`config.mk`:
```
export PLATFORM = sky130hd
export DESIGN_NAME = busdebugger_command
export DESIGN_NICKNAME = d
export VERILOG_FILES = /design/src/rtl/busdebugger_command.sv
export SDC_FILE = /design/constraint.sdc
export NUM_CORES = 1
export LEC_CHECK = 0
export CORE_ASPECT_RATIO = 1.25
export CORE_MARGIN = 8
export CORE_UTILIZATION = 56
export CTS_CLUSTER_SIZE = 16
export DETAILED_ROUTE_END_ITERATION = 6
export PLACE_DENSITY = 0.92
export SLEW_MARGIN = 25
export SYNTH_ARGS = -nofsm -noshare
export SYNTH_HDL_FRONTEND = slang
export SYNTH_SLANG_ARGS = --single-unit
```
`constraint.sdc`:
```
create_clock -name comm_clock -period 2.75 [get_ports comm_clock]
set_clock_uncertainty 0.05 [all_clocks]
set_input_delay 0.55 -clock comm_clock [delete_from_list [all_inputs] [get_ports comm_clock]]
set_output_delay 0.55 -clock comm_clock [all_outputs]
set_load 0.005 [all_outputs]
```
`src/rtl/busdebugger_command.sv`:
```
// Bus debugger command decoder: parses rx bytes into snooper/dumper
// control strobes and returns one status byte per command.
module busdebugger_command #(
  parameter int unsigned TIMEOUT_CYCLES = 1000000,
  parameter int unsigned RESET_CYCLES   = 16
) (
  input  logic        comm_clock,
  input  logic        reset,
  input  logic        rx_valid,
  output logic        rx_ready,
  input  logic [7:0]  rx_data,
  input  logic        rx_error,
  output logic        resp_valid,
  input  logic        resp_ready,
  output logic [7:0]  resp_data,
  output logic        dump_start,
  output logic        record_start,
  output logic        record_trigger,
  output logic        soft_reset,
  output logic [31:0] trigger_addr,
  output logic        trigger_enable,
  output logic        busy
);

  localparam int TW =
    (TIMEOUT_CYCLES > 1) ? $clog2(TIMEOUT_CYCLES) : 1;
  localparam int RW =
    (RESET_CYCLES > 1) ? $clog2(RESET_CYCLES) : 1;
  localparam logic [TW-1:0] TMO_LAST = TW'(TIMEOUT_CYCLES - 1);
  localparam logic [RW-1:0] RST_LAST = RW'(RESET_CYCLES - 1);

  localparam logic [7:0] ST_OK  = 8'h4B;
  localparam logic [7:0] ST_BAD = 8'h3F;
  localparam logic [7:0] ST_ERR = 8'h21;
  localparam logic [7:0] ST_TMO = 8'h54;
  localparam logic [7:0] CH_CR  = 8'h0D;

  typedef enum logic [1:0] {
    S_IDLE,
    S_ARG,
    S_RESP,
    S_HOLD
  } state_e;

  state_e        state_q, state_d;
  logic [31:0]   arg_q, arg_d;
  logic [3:0]    cnt_q, cnt_d;
  logic [TW-1:0] tmo_q, tmo_d;
  logic [RW-1:0] hold_q, hold_d;
  logic [7:0]    resp_q, resp_d;
  logic          dump_q, dump_d;
  logic          rec_q, rec_d;
  logic          trig_q, trig_d;
  logic          ten_q, ten_d;
  logic [31:0]   taddr_q, taddr_d;

  logic       accept;
  logic       is_hex;
  logic [3:0] nib;

  assign rx_ready = reset &
    ((state_q == S_IDLE) | (state_q == S_ARG));
  assign accept = rx_valid & rx_ready;

  // Letters map to 10..15 via their low nibble (a/A = 1) + 9.
  always_comb begin
    is_hex = 1'b0;
    nib    = 4'h0;
    unique case (1'b1)
      (rx_data >= 8'h30) && (rx_data <= 8'h39): begin
        is_hex = 1'b1;
        nib    = rx_data[3:0];
      end
      (rx_data >= 8'h61) && (rx_data <= 8'h66),
      (rx_data >= 8'h41) && (rx_data <= 8'h46): begin
        is_hex = 1'b1;
        nib    = rx_data[3:0] + 4'd9;
      end
      default: begin
        is_hex = 1'b0;
        nib    = 4'h0;
      end
    endcase
  end

  always_comb begin
    state_d = state_q;
    arg_d   = arg_q;
    cnt_d   = cnt_q;
    tmo_d   = tmo_q;
    hold_d  = hold_q;
    resp_d  = resp_q;
    dump_d  = 1'b0;
    rec_d   = 1'b0;
    trig_d  = 1'b0;
    ten_d   = ten_q;
    taddr_d = taddr_q;
    unique case (state_q)
      S_IDLE: begin
        if (accept) begin
          if (rx_error) begin
            state_d = S_RESP;
            resp_d  = ST_ERR;
          end else begin
            case (rx_data)
              8'h64: begin
                dump_d  = 1'b1;
                state_d = S_RESP;
                resp_d  = ST_OK;
              end
              8'h72: begin
                rec_d   = 1'b1;
                state_d = S_RESP;
                resp_d  = ST_OK;
              end
              8'h74: begin
                trig_d  = 1'b1;
                state_d = S_RESP;
                resp_d  = ST_OK;
              end
              8'h65, 8'h6E: begin
                ten_d   = (rx_data == 8'h65);
                state_d = S_RESP;
                resp_d  = ST_OK;
              end
              8'h61: begin
                state_d = S_ARG;
                arg_d   = 32'h0;
                cnt_d   = 4'd0;
                tmo_d   = '0;
              end
              8'h78: begin
                state_d = S_HOLD;
                hold_d  = '0;
                resp_d  = ST_OK;
              end
              8'h20, 8'h0A, CH_CR: begin
                state_d = S_IDLE;
              end
              default: begin
                state_d = S_RESP;
                resp_d  = ST_BAD;
              end
            endcase
          end
        end
      end
      S_ARG: begin
        if (accept) begin
          tmo_d = '0;
          if (rx_error) begin
            state_d = S_RESP;
            resp_d  = ST_ERR;
            arg_d   = 32'h0;
            cnt_d   = 4'd0;
          end else if (is_hex && cnt_q != 4'd8) begin
            arg_d = {arg_q[27:0], nib};
            cnt_d = cnt_q + 4'd1;
          end else if (rx_data == CH_CR && cnt_q != 4'd0
                       && !is_hex) begin
            taddr_d = arg_q;
            state_d = S_RESP;
            resp_d  = ST_OK;
          end else begin
            state_d = S_RESP;
            resp_d  = ST_BAD;
            arg_d   = 32'h0;
            cnt_d   = 4'd0;
          end
        end else if (tmo_q == TMO_LAST) begin
          state_d = S_RESP;
          resp_d  = ST_TMO;
          arg_d   = 32'h0;
          cnt_d   = 4'd0;
        end else begin
          tmo_d = tmo_q + TW'(1);
        end
      end
      S_HOLD: begin
        if (hold_q == RST_LAST) begin
          state_d = S_RESP;
        end else begin
          hold_d = hold_q + RW'(1);
        end
      end
      S_RESP: begin
        if (resp_ready) begin
          state_d = S_IDLE;
        end
      end
      default: state_d = S_IDLE;
    endcase
  end

  always_ff @(posedge comm_clock or negedge reset) begin
    if (!reset) begin
      state_q <= S_IDLE;
      arg_q   <= 32'h0;
      cnt_q   <= 4'd0;
      tmo_q   <= '0;
      hold_q  <= '0;
      resp_q  <= 8'h0;
      dump_q  <= 1'b0;
      rec_q   <= 1'b0;
      trig_q  <= 1'b0;
      ten_q   <= 1'b0;
      taddr_q <= 32'h0;
    end else begin
      state_q <= state_d;
      arg_q   <= arg_d;
      cnt_q   <= cnt_d;
      tmo_q   <= tmo_d;
      hold_q  <= hold_d;
      resp_q  <= resp_d;
      dump_q  <= dump_d;
      rec_q   <= rec_d;
      trig_q  <= trig_d;
      ten_q   <= ten_d;
      taddr_q <= taddr_d;
    end
  end

  assign resp_valid     = (state_q == S_RESP);
  assign resp_data      = resp_valid ? resp_q : 8'h0;
  assign soft_reset     = (state_q == S_HOLD);
  assign busy           = (state_q != S_IDLE);
  assign dump_start     = dump_q;
  assign record_start   = rec_q;
  assign record_trigger = trig_q;
  assign trigger_addr   = taddr_q;
  assign trigger_enable = ten_q;

endmodule

```
==> qor.txt, run 1 <==
Outcome = finished clean
MaxCap Viol Count = 0
Tcrit/Tclk final = 0.956
Clock period minus final worst setup slack = 2.63 ns
Cell-by-cell trace of the critical path = clkdlybuf4s50_1 -> inv_1 -> ha_1 -> buf_4 -> buf_4 -> mux2i_1 -> o31ai_1 -> a221oi_1 -> nor3_1 -> nor3_1 -> a21oi_1
Setup repair after global routing missed its margin = false
Clock latency at the later pin of the worst-skew pair = 0.34 ns
Combinational family with the most area after synthesis = compound AO/OA/AOI/OAI gates
Instance area after placement = 0.00599 sq mm
Placed instance count = 627
Antenna violations before repair = 0
Count of fill cells added during filler insertion = 618
Area of the die = 0.0124 sq mm
Most used flip-flop cell after synthesis = sky130_fd_sc_hd__dfrtp_1
Worst-margin pin slew = 0.624 ns
Headroom to the max-slew limit = 0.584
Post-synthesis area per instance = 11.8 sq um
Commonest non-fill, non-tap cell in the layout = sky130_fd_sc_hd__dfrtp_1
Post-synthesis net count = 451
Type of the worst setup path = primary input to flop
Most frequent cells in the layout = sky130_fd_sc_hd__dfrtp_1, sky130_fd_sc_hd__clkdlybuf4s50_1, sky130_fd_sc_hd__buf_4
Diode insertion count for antenna repair = 0
Worst Hold Margin = 0.441 ns
Clk pin slew, worst setup/hold paths = 0.07 ns
Clk Tree Root Cell = sky130_fd_sc_hd__clkbuf_16
Half-perimeter wire length of the detailed placement result = 8630 um
FFs w/ async S/R, synth = 1.00
Die Ht = 122 um
Synthesis-stage register bit count = 103
Number of different library cells in the post-synthesis netlist = 70
Number of I/O port buffers = 59
Starting Density = 0.566
Launching point of the worst reg2reg path = tmo_q[6]$_DFFE_PN0P_
Clock tree from TritonCTS = built
Post-synthesis share of cell area spent on xor and xnor gates = 0.0121
Worst setup path end = resp_q[6]$_DFFE_PN0P_
Worst Reg-to-Reg Cells = 6
Combined global-route utilization of all metal layers = 0.206
Number of endpoints failing setup at the final stage = 0
Netlist area before placement = 0.00508 sq mm
Number of warning messages in the yosys log = 0
Detailed-route DRC error count = 0
Remaining global-route overflow = 0
Area of the core region = 0.00898 sq mm
Wirelength, routed = 12400 um
Dominant cells by area after synthesis = sky130_fd_sc_hd__dfrtp_1, sky130_fd_sc_hd__mux2_4, sky130_fd_sc_hd__a22o_1, sky130_fd_sc_hd__o21ai_0, sky130_fd_sc_hd__ha_1
Max stage delay cell, worst path = sky130_fd_sc_hd__clkdlybuf4s50_1
Via count of the first global-routing pass = 3934
Maximum clock path buffer count = 2
Fraction of the mapped netlist area in simple logic gates = 0.148
Die width = 101 um
Longest individual stage delay on the worst path = 0.48 ns
DR vias/cell = 6.00
Instance count of the mapped netlist = 429
Max-slew violations = 0
Maximum number of pins on one net before global-route repair = 44
Critical path data arrival time = 2.80 ns
Sequential share of the synthesized area = 0.507
H-tree Lvls = 3
EDFF count, synth = 0
Final cell count without fillers = 644
Top cell type's share of synthesized area = 0.507
Number of ports placed on the die boundary = 61
Worst voltage drop across the vdd grid = 0.461 mV
Fraction of layout cells with a size suffix above 1 = 0.209
Fin area = 0.00629 sq mm
Adder and majority cell fraction of the synthesized area = 0.0222
Biggest area consumer among synthesized cells = sky130_fd_sc_hd__dfrtp_1
Global placer's final weighted congestion = 0.922
Max Clock Freq = 0.380 GHz
Wire length per cell = 19.2 um
Total clock buffers created by CTS = 9
Power per Cell Area = 483 mW/mm^2
Layout area overhead = 23.8%
Post-synthesis mux area share = 0.100
Endpoint of the lowest-slack register-to-register path = resp_q[3]$_DFFE_PN0P_
TritonCTS Sinks = 103
Worst path required time = 2.92 ns
Number of optimization iterations in the first detailed-route pass = 6
Post-layout net count = 538
Vias = 3864
Count of nets left with antenna violations after detail routing = 0
Worst setup path startpoint = rx_data[1]
Compound-cell area share of the yosys netlist = 0.169
First-pass GRT wire length = 20200 um
Startpoint type of the worst setup path = primary input
Element type at the critical path end = flop
Site row count = 39
Worst setup slack for register-to-register paths = 0.34 ns
Final Hold Viols = 0
Leakage dissipation = 2.93 nW
Crit path max fanout = 4
Worst hold path class = flop to flop
Violation count after the first detailed-route iteration = 272
-- flip-flops by register name, summed over array words and instances, names as in the netlist --
name            flops
hold_q              4
record_start        1
resp_q              5
tmo_q              20
trigger_enable      1
record_trigger      1
cnt_q               4
trigger_addr       32
state_q             2
dump_start          1
arg_q              32
-- worst max-delay path: cells and delay by family --
kind / cells / cell delay [ns]
AO/OA/AOI/OAI: 3 / 0.55
adder cells (fa/ha/maj): 1 / 0.21
buffers and inverters: 4 / 0.84
multiplexers: 1 / 0.22
AND/OR/NAND/NOR: 2 / 0.43
-- metal layers --
layer  track usage  part of all wire
met2         0.352              0.52
met3        0.0380             0.051
met4        0.0803             0.025
met5             0                 0
met1         0.253              0.41
-- area by class of cell --
cell class | count | area (sq um) | area share
sequential | 103 | 2580 | 0.410
multi-input combinational | 295 | 2300 | 0.366
timing repair buffer | 98 | 933 | 0.148
clock buffer | 10 | 239 | 0.0380
tap | 123 | 154 | 0.0245
clock inverter | 6 | 50.0 | 0.00796
inverter | 9 | 33.8 | 0.00537
-- per-stage QoR --
step / TNS (ns) / power (mW) / util / worst slack, ns
2_1_floorplan: 0 / 1.70 / - / 0.382
6_report: 0 / 3.04 / 0.700 / 0.120
4_1_cts: 0 / 3.05 / 0.700 / 0.0883
5_1_grt: 0 / 3.15 / 0.700 / 0.0435
3_5_place_dp: -5.78 / 1.83 / 0.667 / -0.157
3_3_place_gp: -1.70 / 1.82 / 0.667 / -0.0573
-- repair_timing --
item / in CTS / in global routing
hold endpoints to repair: 8 / 0
hold buffers: 1 / 0
gates resized for setup: 1 / 1
setup buffers: 0 / 0
endpoints found under the setup margin: 4 / 4
-- power breakdown --
| part | internal (mW) | leakage (nW) | total [mW] | switching, mW |
|---|---|---|---|---|
| Combinational | 0.111 | 1.37 | 0.237 | 0.126 |
| Sequential | 1.55 | 1.42 | 1.58 | 0.0300 |
| Clock | 0.651 | 0.141 | 1.22 | 0.572 |
-- cells in the mapped netlist (all sizes together) (6+ instances only) --
cell,instances
nand3,15
nand4,6
o21ai,38
xor2,7
inv,9
a21oi,14
mux2,34
buf,17
nor2,25
nand2,30
ha,9
a22o,33
dfrtp,103
nor3,8
and2,7
-- cells by family after synthesis --
kind of cell               count (synthesis)
muxes                                     35
xor gates and xnor gates                   7
DFF                                      103
and+or+nand+nor                          129
AOI/OAI and AO/OA                        114
adders and majority gates                  9
other                                      1
buffers and inverters                     31
-- worst min path at each step --
stage	slack (ns)	end	startpoint	cells after the start
floorplan	0.20	arg_q[0]$_DFFE_PN0P_	reset	0
global placement	0.35	trigger_enable$_DFFE_PN0P_	reset	1
detailed placement	0.35	record_start$_DFF_PN0_	reset	1
CTS	0.44	resp_q[0]$_DFFE_PN0P_	resp_q[0]$_DFFE_PN0P_	2
global route	0.47	resp_q[0]$_DFFE_PN0P_	resp_q[0]$_DFFE_PN0P_	2
finish	0.44	resp_q[0]$_DFFE_PN0P_	resp_q[0]$_DFFE_PN0P_	2
Power figures use the tool's default switching activity.
==> inputs of run 2 (changes only) <==
--- a/config.mk
+++ b/config.mk
@@ -8,6 +8,7 @@
 export CORE_ASPECT_RATIO = 1.25
 export CORE_MARGIN = 8
 export CORE_UTILIZATION = 56
+export CTS_CLUSTER_DIAMETER = 40
 export CTS_CLUSTER_SIZE = 16
 export DETAILED_ROUTE_END_ITERATION = 6
 export PLACE_DENSITY = 0.92
==> results of run 2 <==
Final layout, timing and power as in run 1 (identical DEF).
